===== src/rtl/keypad_pkg.sv =====
// Shared definitions for the 4x4 keypad scan and decode path.
// Key codes, encoded row values and the scan controller state encoding.
package keypad_pkg;

  localparam logic [3:0] KEY_ZERO     = 4'h0;
  localparam logic [3:0] KEY_ONE      = 4'h1;
  localparam logic [3:0] KEY_TWO      = 4'h2;
  localparam logic [3:0] KEY_THREE    = 4'h3;
  localparam logic [3:0] KEY_FOUR     = 4'h4;
  localparam logic [3:0] KEY_FIVE     = 4'h5;
  localparam logic [3:0] KEY_SIX      = 4'h6;
  localparam logic [3:0] KEY_SEVEN    = 4'h7;
  localparam logic [3:0] KEY_EIGHT    = 4'h8;
  localparam logic [3:0] KEY_NINE     = 4'h9;
  localparam logic [3:0] KEY_A        = 4'hA;
  localparam logic [3:0] KEY_B        = 4'hB;
  localparam logic [3:0] KEY_C        = 4'hC;
  localparam logic [3:0] KEY_D        = 4'hD;
  localparam logic [3:0] KEY_NUMERAL  = 4'hE;
  localparam logic [3:0] KEY_ASTERISK = 4'hF;

  localparam logic [1:0] ROW1 = 2'b11;
  localparam logic [1:0] ROW2 = 2'b10;
  localparam logic [1:0] ROW3 = 2'b01;
  localparam logic [1:0] ROW4 = 2'b00;

  typedef enum logic [1:0] {
    SCAN    = 2'd0,
    PRESS   = 2'd1,
    REPORT  = 2'd2,
    RELEASE = 2'd3
  } state_e;

endpackage


===== src/rtl/keypad_key_map.sv =====
// Combinational keypad position decode: column index and encoded row to key code.
// Shared with the existing decode path, so it carries no state.
module keypad_key_map
  import keypad_pkg::*;
(
  input  logic [1:0] col_idx,
  input  logic [1:0] row_code,
  output logic [3:0] key,
  output logic       keytype
);

  always_comb begin
    key = KEY_ZERO;
    case (col_idx)
      2'd0: begin
        case (row_code)
          ROW1:    key = KEY_A;
          ROW2:    key = KEY_B;
          ROW3:    key = KEY_C;
          default: key = KEY_D;
        endcase
      end
      2'd1: begin
        case (row_code)
          ROW1:    key = KEY_THREE;
          ROW2:    key = KEY_SIX;
          ROW3:    key = KEY_NINE;
          default: key = KEY_NUMERAL;
        endcase
      end
      2'd2: begin
        case (row_code)
          ROW1:    key = KEY_TWO;
          ROW2:    key = KEY_FIVE;
          ROW3:    key = KEY_EIGHT;
          default: key = KEY_ZERO;
        endcase
      end
      default: begin
        case (row_code)
          ROW1:    key = KEY_ONE;
          ROW2:    key = KEY_FOUR;
          ROW3:    key = KEY_SEVEN;
          default: key = KEY_ASTERISK;
        endcase
      end
    endcase
    keytype = (key <= KEY_NINE);
  end

endmodule


===== src/rtl/keypad_scan_ctrl.sv =====
// Keypad column scanner: rotates the column drive, debounces press and release,
// and hands exactly one key event per press to the consumer over valid/ready.
module keypad_scan_ctrl
  import keypad_pkg::*;
#(
  parameter int SCAN_DIV        = 4,
  parameter int DEBOUNCE_CYCLES = 8,
  parameter int CNT_W           = 16
) (
  input  logic       clock,
  input  logic       reset,
  input  logic       enable,
  input  logic       row_valid,
  input  logic [1:0] row_code,
  input  logic       key_ready,
  output logic [1:0] col_sel,
  output logic [3:0] key,
  output logic       keytype,
  output logic       key_valid,
  output logic       busy
);

  localparam logic [CNT_W-1:0] DWELL_LAST = CNT_W'(SCAN_DIV - 1);
  localparam logic [CNT_W-1:0] DEB_LAST   = CNT_W'(DEBOUNCE_CYCLES - 1);
  localparam logic [CNT_W-1:0] CNT_ONE    = CNT_W'(1);

  state_e           state_q, state_d;
  logic [1:0]       col_idx_q, col_idx_d;
  logic [CNT_W-1:0] dwell_q, dwell_d;
  logic [CNT_W-1:0] deb_q, deb_d;
  logic [1:0]       cand_col_q, cand_col_d;
  logic [1:0]       cand_row_q, cand_row_d;
  logic [3:0]       key_q, key_d;
  logic             keytype_q, keytype_d;
  logic             key_valid_q, key_valid_d;
  logic             rv_meta_q, rv_s_q;
  logic [1:0]       rc_meta_q, rc_s_q;

  logic [3:0]       map_key;
  logic             map_keytype;
  logic             dwell_last, deb_last, press_ok, accept;

  keypad_key_map u_key_map (
    .col_idx  (cand_col_q),
    .row_code (cand_row_q),
    .key      (map_key),
    .keytype  (map_keytype)
  );

  assign dwell_last = (dwell_q == DWELL_LAST);
  assign deb_last   = (deb_q == DEB_LAST);
  assign press_ok   = rv_s_q && (rc_s_q == cand_row_q);
  assign accept     = key_valid_q && key_ready;

  // Row inputs are asynchronous to clock; only the second-stage copies are used.
  always_ff @(posedge clock or negedge reset) begin
    if (!reset) begin
      state_q     <= SCAN;
      col_idx_q   <= 2'd0;
      dwell_q     <= '0;
      deb_q       <= '0;
      cand_col_q  <= 2'd0;
      cand_row_q  <= 2'd0;
      key_q       <= 4'd0;
      keytype_q   <= 1'b0;
      key_valid_q <= 1'b0;
      rv_meta_q   <= 1'b0;
      rv_s_q      <= 1'b0;
      rc_meta_q   <= 2'd0;
      rc_s_q      <= 2'd0;
    end else begin
      state_q     <= state_d;
      col_idx_q   <= col_idx_d;
      dwell_q     <= dwell_d;
      deb_q       <= deb_d;
      cand_col_q  <= cand_col_d;
      cand_row_q  <= cand_row_d;
      key_q       <= key_d;
      keytype_q   <= keytype_d;
      key_valid_q <= key_valid_d;
      rv_meta_q   <= row_valid;
      rv_s_q      <= rv_meta_q;
      rc_meta_q   <= row_code;
      rc_s_q      <= rc_meta_q;
    end
  end

  always_comb begin
    state_d = state_q;
    case (state_q)
      SCAN:    if (enable && dwell_last && rv_s_q) state_d = PRESS;
      PRESS: begin
        if (!enable || !press_ok) state_d = SCAN;
        else if (deb_last)        state_d = REPORT;
      end
      REPORT:  if (accept) state_d = RELEASE;
      RELEASE: if (!rv_s_q && deb_last) state_d = SCAN;
      default: state_d = SCAN;
    endcase
  end

  always_comb begin
    col_idx_d   = col_idx_q;
    dwell_d     = dwell_q;
    deb_d       = deb_q;
    cand_col_d  = cand_col_q;
    cand_row_d  = cand_row_q;
    key_d       = key_q;
    keytype_d   = keytype_q;
    key_valid_d = key_valid_q;
    case (state_q)
      SCAN: begin
        if (enable) begin
          if (dwell_last) begin
            dwell_d = '0;
            if (rv_s_q) begin
              cand_col_d = col_idx_q;
              cand_row_d = rc_s_q;
              deb_d      = '0;
            end else begin
              col_idx_d = col_idx_q + 2'd1;
            end
          end else begin
            dwell_d = dwell_q + CNT_ONE;
          end
        end
      end
      PRESS: begin
        if (!enable || !press_ok) begin
          col_idx_d = col_idx_q + 2'd1;
          dwell_d   = '0;
        end else begin
          deb_d = deb_q + CNT_ONE;
          if (deb_last) begin
            key_d       = map_key;
            keytype_d   = map_keytype;
            key_valid_d = 1'b1;
          end
        end
      end
      REPORT: begin
        if (accept) begin
          key_valid_d = 1'b0;
          deb_d       = '0;
        end
      end
      RELEASE: begin
        if (rv_s_q) begin
          deb_d = '0;
        end else if (deb_last) begin
          col_idx_d = col_idx_q + 2'd1;
          dwell_d   = '0;
        end else begin
          deb_d = deb_q + CNT_ONE;
        end
      end
      default: ;
    endcase
  end

  always_comb begin
    busy    = (state_q != SCAN);
    col_sel = ~col_idx_q;
  end

  assign key       = key_q;
  assign keytype   = keytype_q;
  assign key_valid = key_valid_q;

endmodule


===== config.mk =====
export PLATFORM = sky130hd
export DESIGN_NAME = keypad_scan_ctrl
export DESIGN_NICKNAME = d
export VERILOG_FILES = /design/src/rtl/keypad_pkg.sv /design/src/rtl/keypad_key_map.sv /design/src/rtl/keypad_scan_ctrl.sv
export SDC_FILE = /design/constraint.sdc
export NUM_CORES = 1
export LEC_CHECK = 0
export CAP_MARGIN = 30
export CORE_ASPECT_RATIO = 2
export CORE_MARGIN = 4
export CORE_UTILIZATION = 40
export CTS_BUF_LIST = sky130_fd_sc_hd__clkbuf_8
export CTS_CLUSTER_SIZE = 30
export DETAILED_ROUTE_END_ITERATION = 6
export GPL_TIMING_DRIVEN = 0
export PLACE_DENSITY = 0.58
export REMOVE_ABC_BUFFERS = 1
export SLEW_MARGIN = 20
export SYNTH_ARGS = -nofsm -noshare
export SYNTH_HDL_FRONTEND = slang
export SYNTH_HIERARCHICAL = 1
export SYNTH_SLANG_ARGS = --single-unit

===== constraint.sdc =====
create_clock -name clock -period 5.38 [get_ports clock]
set_clock_uncertainty 0.05 [all_clocks]
set_input_delay 1.076 -clock clock [delete_from_list [all_inputs] [get_ports clock]]
set_output_delay 1.076 -clock clock [all_outputs]
set_load 0.01 [all_outputs]

==> results of run 1 <==
==> final cells by class <==
type                            instances  area (um2)
Sequential cell                        52        1300
Clock inverter                          2        7.51
Fill cell                             686        3870
Timing Repair Buffer                   15         148
Inverter                               11        41.3
Clock buffer                            6        82.6
Tap cell                               90         113
Multi-Input combinational cell        227        1490
==> power by group through the flow <==
stage                     clock network (W)  registers, W    logic, W
after floorplan                           0      0.000402  0.00000212
after global placement                    0      0.000403   0.0000157
after detailed placement                  0      0.000403   0.0000155
after CTS                          0.000240      0.000395   0.0000156
after global routing               0.000258      0.000395   0.0000174
final                              0.000230      0.000395   0.0000148
==> how the worst max path moves through the flow <==
stage	from	end
5_1_grt	enable	dwell_q[11]
2_1_floorplan	enable	key[0]
4_1_cts	enable	deb_q[8]
6_report	enable	deb_q[8]
3_3_place_gp	reset	rv_meta_q
3_5_place_dp	enable	deb_q[8]
==> logic make-up after synthesis <==
| kind of cell | Yosys count | share of synthesized area |
|---|---|---|
| flip-flops | 52 | 0.444 |
| AND/OR/NAND/NOR | 114 | 0.225 |
| XOR/XNOR | 6 | 0.0179 |
| multiplexers | 7 | 0.0269 |
| buffers and inverters | 26 | 0.0495 |
| adder cells (fa/ha/maj) | 2 | 0.00853 |
| AO/OA/AOI/OAI | 98 | 0.228 |
==> per-stage QoR <==
step                      power [W]   util  hold slack [ns]
after floorplan            0.000404      -            0.281
after global placement     0.000419  0.438            0.282
after detailed placement   0.000418  0.438            0.286
after CTS                  0.000650  0.451            0.301
after global routing       0.000671  0.451            0.303
final                      0.000640  0.451            0.297
==> Yosys cell counts, types with 3 or more instances <==
library cell  number
dfrtp_1           52
nand2_1           27
nor2_1            20
o21ai_0           20
a31oi_1           16
nand3_1           16
o31ai_1           14
inv_1             10
nor3_1            10
o21ai_1           10
a21oi_1            8
nand4_1            8
and3_1             7
mux2_2             7
o22ai_1            6
buf_2              5
buf_6              4
nand2b_1           4
o41ai_1            4
xor2_1             4
and2_1             3
buf_4              3
clkbuf_1           3
nor4_4             3
==> per-layer routing <==
layer / GRT usage / part of all wire / wire length, um / vias to the layer above
met1: 0.189 / 0.41 / 2720 / 1158
met4: 0.0844 / 0.026 / 171 / 0
met5: 0 / 0 / 0 / -
met2: 0.282 / 0.54 / 3560 / 40
met3: 0.0269 / 0.021 / 135 / 11
li1: - / - / - / 1169
==> worst max-delay path: stages <==
cell             delay, ns
clkdlybuf4s50_1       0.59
nand2_2               0.11
or4_4                 0.58
o211ai_2              0.13
o21ai_2               0.21
o41ai_1               0.41
==> registers in the layout, indices dropped and copies added, names as in the netlist, 2 cells and up, named ones only <==
signal and flops:
key 4, rc_meta_q 2, dwell_q 16, cand_row_q 2, col_idx_q 2, cand_col_q 2
rc_s_q 2, deb_q 16
==> summary.md, run 1 <==
| Metric | Value |
|---|---|
| Outcome | complete, no violations |
| Leak | 1.28 nW |
| Worst-path clk slew | 0.10 ns |
| Sw Pwr | 0.000141 W |
| Sequential share of the synthesized area | 0.444 |
| DP Area | 0.00309 mm2 |
| Drt pass-1 iters | 4 |
| Post-synth cell types | 58 |
| Power Dens Cells | 201 mW/mm2 |
| Tightest Pin Transition | ~0.69 ns |
| Async SR Flop Fraction | 1.00 |
| Post-synth top area share | 0.444 |
| Post-Synthesis Cells | 305 |
| Worst hold path class | flip-flop to flip-flop |
| Post-Place Setup Slack | 2.08 ns |
| CTS tree | yes |
| Routed WL | approximately 6.6 mm |
| Max VDD drop | approximately 130 uV |
| Hold Startpoint | rv_meta_q |
| Most frequent cells in the layout | dfrtp_1, nand2_1, nor2_1, o21ai_0 |
| Synth area leaders | dfrtp_1, o31ai_1, nand2_1 |
| Peak Freq | 338 MHz |
| Deepest clock path buffer count | 2 |
| Final setup margin | 2.42 ns |
| Post-synth EDFFs | 0 |
| Largest net degree at the start of global routing | 53 |
| Ys flop type | dfrtp_1 |
| Reg-to-reg endpoint | deb_q[8] |
| Min-Delay Endpoint | rv_s_q |
| Syn Area/Cell | roughly 9.6 um2 |
| Antenna diodes | 0 |
| Hpwl dp | 4.68 mm |
| 1st-iter DRT viols | just over 200 |
| Post-DR wirelength/cell | 16.3 um |
| Port Buf Inserts | 15 |
| Largest area contributor in the synthesized netlist | dfrtp_1 |
| H-tree depth | 2 |
| Synth Cell Area | ~0.0029 mm2 |
| Tot GR Track Use | 0.164 |
| Hold depth | 0 |
| Die Span Y | 129 um |
| Maxcap violations | 0 |
| Cell internal pwr | 0.000499 W |
| Clk sinks | 52 |
| Final ANT Viol Nets | 0 |
| Period utilization | 0.551 |
| Worst Path Arrival | 3.11 ns |
| Share of post-route cells with drive strength above 1 | 0.118 |
| Die area | 0.00885 mm2 |
| IO Pins | 16 |
| Logic gate share of total power | 0.023 |
| Pins over their slew limit | 0 |
| Setup tns final | 0 ns |
| Fin crit period | 2.96 ns |
| First-pass GRT wire length | 11.1 mm |
| Nets | 321 |
| Starting Density | 0.416 |
| Clk root buf | clkbuf_8 |
| Most common cell after layout, fill and taps aside | dfrtp_1 |
| Worst R2R Path Depth | 6 |
| Area Overhead vs Synth | 8.41% |
| Post-CTS setup buffer count | 0 |
| Req. time, crit path | 5.53 ns |
| CTS Hold Bufs | 0 |
| Final Hold Violating Endpoints | 0 |
| Vias in the first global route | 2,282 |
| Crit-path max FO | 11 |
| Seq pwr share | 0.617 |
| Core region area | 0.00705 mm2 |
| Initial antenna violation count | 0 |
| R2r startpoint | dwell_q[0] |
| Post-CTS resize count | 0 |
| Register bit count reported by yosys | 52 |
| Final Setup Violations | 0 |
| Unrepaired setup endpoints after global routing | false |
| CTS buffer count | 5 |
| Clock power share | 0.360 |
| Synth warn | 6 |
| Via count | between 2,000 and 2,500 |
| DRC | 0 |
| Crit. End Element | flip-flop |
| Worst skew pair latency | 0.31 ns |
| Flop2flop setup slack | 3.03 ns |
| Die Wd | 68.5 um |
| Core Rows | 43 |
| Finished Layout Cells | 403 |
| Critical Path Start Type | input pin |
| Fin area | 0.00318 mm2 |
| Sw Ratio | 0.221 |
| Relative slew margins | 0.537 |
| Vias/cell | 5.90 |
| Total congestion overflow | 0 |
| Dpl cells | 395 |
| Routability cong. | 0.819 |
| Crit Path Category | input pin to flip-flop |
No activity file was read; power rests on OpenSTA's default activity.
==> run 2: changes to the inputs <==
- PLACE_DENSITY: 0.58 -> 0.6
- clock period: 5.38 -> 2.39 ns (I/O delays scaled with it)
==> summary.md, run 2 (same netlist as run 1, synthesis figures left out) <==
| Metric | Value |
|---|---|
| Worst hold path class | input pin to async pin (was flip-flop to flip-flop) |
| Power Dens Cells | 453 mW/mm2 (was 201 mW/mm2) |
| Crit. End Element | flip-flop (unchanged) |
| Flop2flop setup slack | 0.22 ns (was 3.03 ns) |
| Finished Layout Cells | 403 (unchanged) |
| Crit Path Category | input pin to flip-flop (unchanged) |
| Antenna diodes | 0 (unchanged) |
| Share of post-route cells with drive strength above 1 | 0.128 (was 0.118) |
| Clk sinks | 52 (unchanged) |
| Drt pass-1 iters | 4 (unchanged) |
| Fillers | 697 (was 686) |
| Min Hold Slack | 0.142 ns (was 0.297 ns) |
| Final Hold Violating Endpoints | 0 (unchanged) |
| Area Overhead vs Synth | 9.65% (was 8.41%) |
| Max VDD drop | 361 uV (was 126 uV) |
| Dpl cells | 395 (unchanged) |
| Port Buf Inserts | 15 (unchanged) |
| Final ANT Viol Nets | 0 (unchanged) |
| Peak Freq | 440 MHz |
| Vias/cell | 5.87 (was 5.90) |
| Outcome | complete, no violations (unchanged) |
| Final Setup Violations | 0 (unchanged) |
| Period utilization | 0.950 |
| Reg-to-reg endpoint | keytype (was deb_q[8]) |
| Post-CTS setup buffer count | 0 (unchanged) |
| Worst-path clk slew | 0.09 ns (was 0.10 ns) |
| Initial antenna violation count | 0 (unchanged) |
| Worst Path Arrival | 2.43 ns (was 3.11 ns) |
| Post-DR wirelength/cell | 17.0 um (was 16.3 um) |
| 1st-iter DRT viols | 165 (was 205) |
| IO Pins | 16 (unchanged) |
| Critical Path Start Type | input pin (unchanged) |
| Routability cong. | 0.832 (was 0.819) |
| Vias in the first global route | 2,501 (was 2,282) |
| H-tree depth | 2 (unchanged) |
| CTS buffer count | 5 (unchanged) |
| Core Rows | 43 (unchanged) |
| Routed WL | 6.85 mm (was 6.58 mm) |
| Die Wd | 68.5 um (unchanged) |
| Post-Place Setup Slack | -0.379 ns (was 2.08 ns) |
| Worst-path cell chain | clkdlybuf4s50_1 -> nand2_2 -> or4_4 -> nor2_2 -> mux2_2 (was clkdlybuf4s50_1 -> nand2_2 -> or4_4 -> o211ai_2 -> o21ai_2 -> o41ai_1) |
| Worst R2R Path Depth | 4 (was 6) |
| CP max-delay cell | clkdlybuf4s50_1 (unchanged) |
| Die area | 0.00885 mm2 (unchanged) |
| Die Span Y | 129 um (unchanged) |
| First-pass GRT wire length | 11.8 mm (was 11.1 mm) |
| CTS tree | yes (unchanged) |
| Req. time, crit path | 2.55 ns (was 5.53 ns) |
| Unrepaired setup endpoints after global routing | false (unchanged) |
| Final setup margin | 0.119 ns (was 2.42 ns) |
| R2r startpoint | rv_s_q (was dwell_q[0]) |
| Starting Density | 0.416 (unchanged) |
| Top flop regs | deb_q: 16 flops, dwell_q: 16 flops, key: 4 flops (unchanged) |
| CTS Hold Bufs | 0 (unchanged) |
| Most frequent cells in the layout | dfrtp_1, nand2_1, nor2_1, o21ai_0 (unchanged) |
| Via count | 2,364 (was 2,378) |
| Tightest Pin Transition | 0.692 ns (was 0.694 ns) |
| Crit-path max cell delay | 0.60 ns (was 0.59 ns) |
| Worst skew pair latency | 0.32 ns (was 0.31 ns) |
| Nets | 321 (unchanged) |
| Cell family with most CP delay | simple AND/OR/NAND/NOR gates (was compound AO/OA/AOI/OAI gates) |
| Clk root buf | clkbuf_8 (unchanged) |
| Pins over their slew limit | 0 (unchanged) |
| Maxcap violations | 0 (unchanged) |
| Most common cell after layout, fill and taps aside | dfrtp_1 (unchanged) |
| Hpwl dp | 4.87 mm (was 4.68 mm) |
| WP buf/inv | 1 (unchanged) |
| Core region area | 0.00705 mm2 (unchanged) |
| Crit-path max FO | 6 (was 11) |
| Largest net degree at the start of global routing | 53 (unchanged) |
| Total congestion overflow | 0 (unchanged) |
| Relative slew margins | 0.539 (was 0.537) |
| Deepest clock path buffer count | 2 (unchanged) |
| Leak | 1.28 nW (about the same) |
| Tot GR Track Use | 0.176 (was 0.164) |
| Fin crit period | 2.27 ns |
| DRC | 0 (unchanged) |
## run 2: where the power goes
| part | internal, W | switching (W) | total (W) | leakage (nW) |
|---|---|---|---|---|
| combinational | 0.0000102 | 0.0000237 | 0.0000339 | 0.535 |
| sequential | 0.000884 | 0.00000561 | 0.000890 | 0.697 |
| clock | 0.000232 | 0.000300 | 0.000531 | 0.0486 |
## run 2: final cells by class
type	instances	area (um2)	share of cell area
Multi-Input combinational cell	227	1520	0.472
Sequential cell	52	1300	0.405
Timing Repair Buffer	15	148	0.0459
Tap cell	90	113	0.0350
Clock buffer	6	82.6	0.0257
Inverter	11	41.3	0.0128
Clock inverter	2	11.3	0.00350
## run 2: timing repair
item,CTS,global route
endpoints found under the hold margin,0,0
endpoints found under the setup margin,7,5
resized for setup,1,4
## run 2: through the flow
step | cell area, um2 | utilization | power [W] | TNS [ns]
floorplan | 2830 | - | 0.000910 | 0
global placement | 3090 | 0.438 | 0.000942 | -53.46
detailed placement | 3090 | 0.438 | 0.000942 | -8.42
CTS | 3180 | 0.452 | 0.00149 | 0
global route | 3210 | 0.456 | 0.00152 | 0
finish | 3210 | 0.456 | 0.00145 | 0
## run 2: worst max path at each step
stage / from / end / slack [ns] / cells after the start
finish: enable / keytype / 0.12 / 5
global route: enable / keytype / 0.02 / 5
CTS: enable / deb_q[8] / 0.1 / 6
detailed placement: enable / dwell_q[13] / -0.38 / 6
global placement: reset / rv_meta_q / -0.90 / 1
floorplan: cand_row_q[0] / key[0] / 0.47 / 4
## run 2: metal layers
metal | vias up | share of wire | wire, um | GRT usage
met5 | - | 0 | 0 | 0
met3 | 11 | 0.022 | 154 | 0.0321
met4 | 0 | 0.022 | 151 | 0.0739
met1 | 1164 | 0.38 | 2630 | 0.192
met2 | 31 | 0.57 | 3920 | 0.317
li1 | 1158 | - | - | -
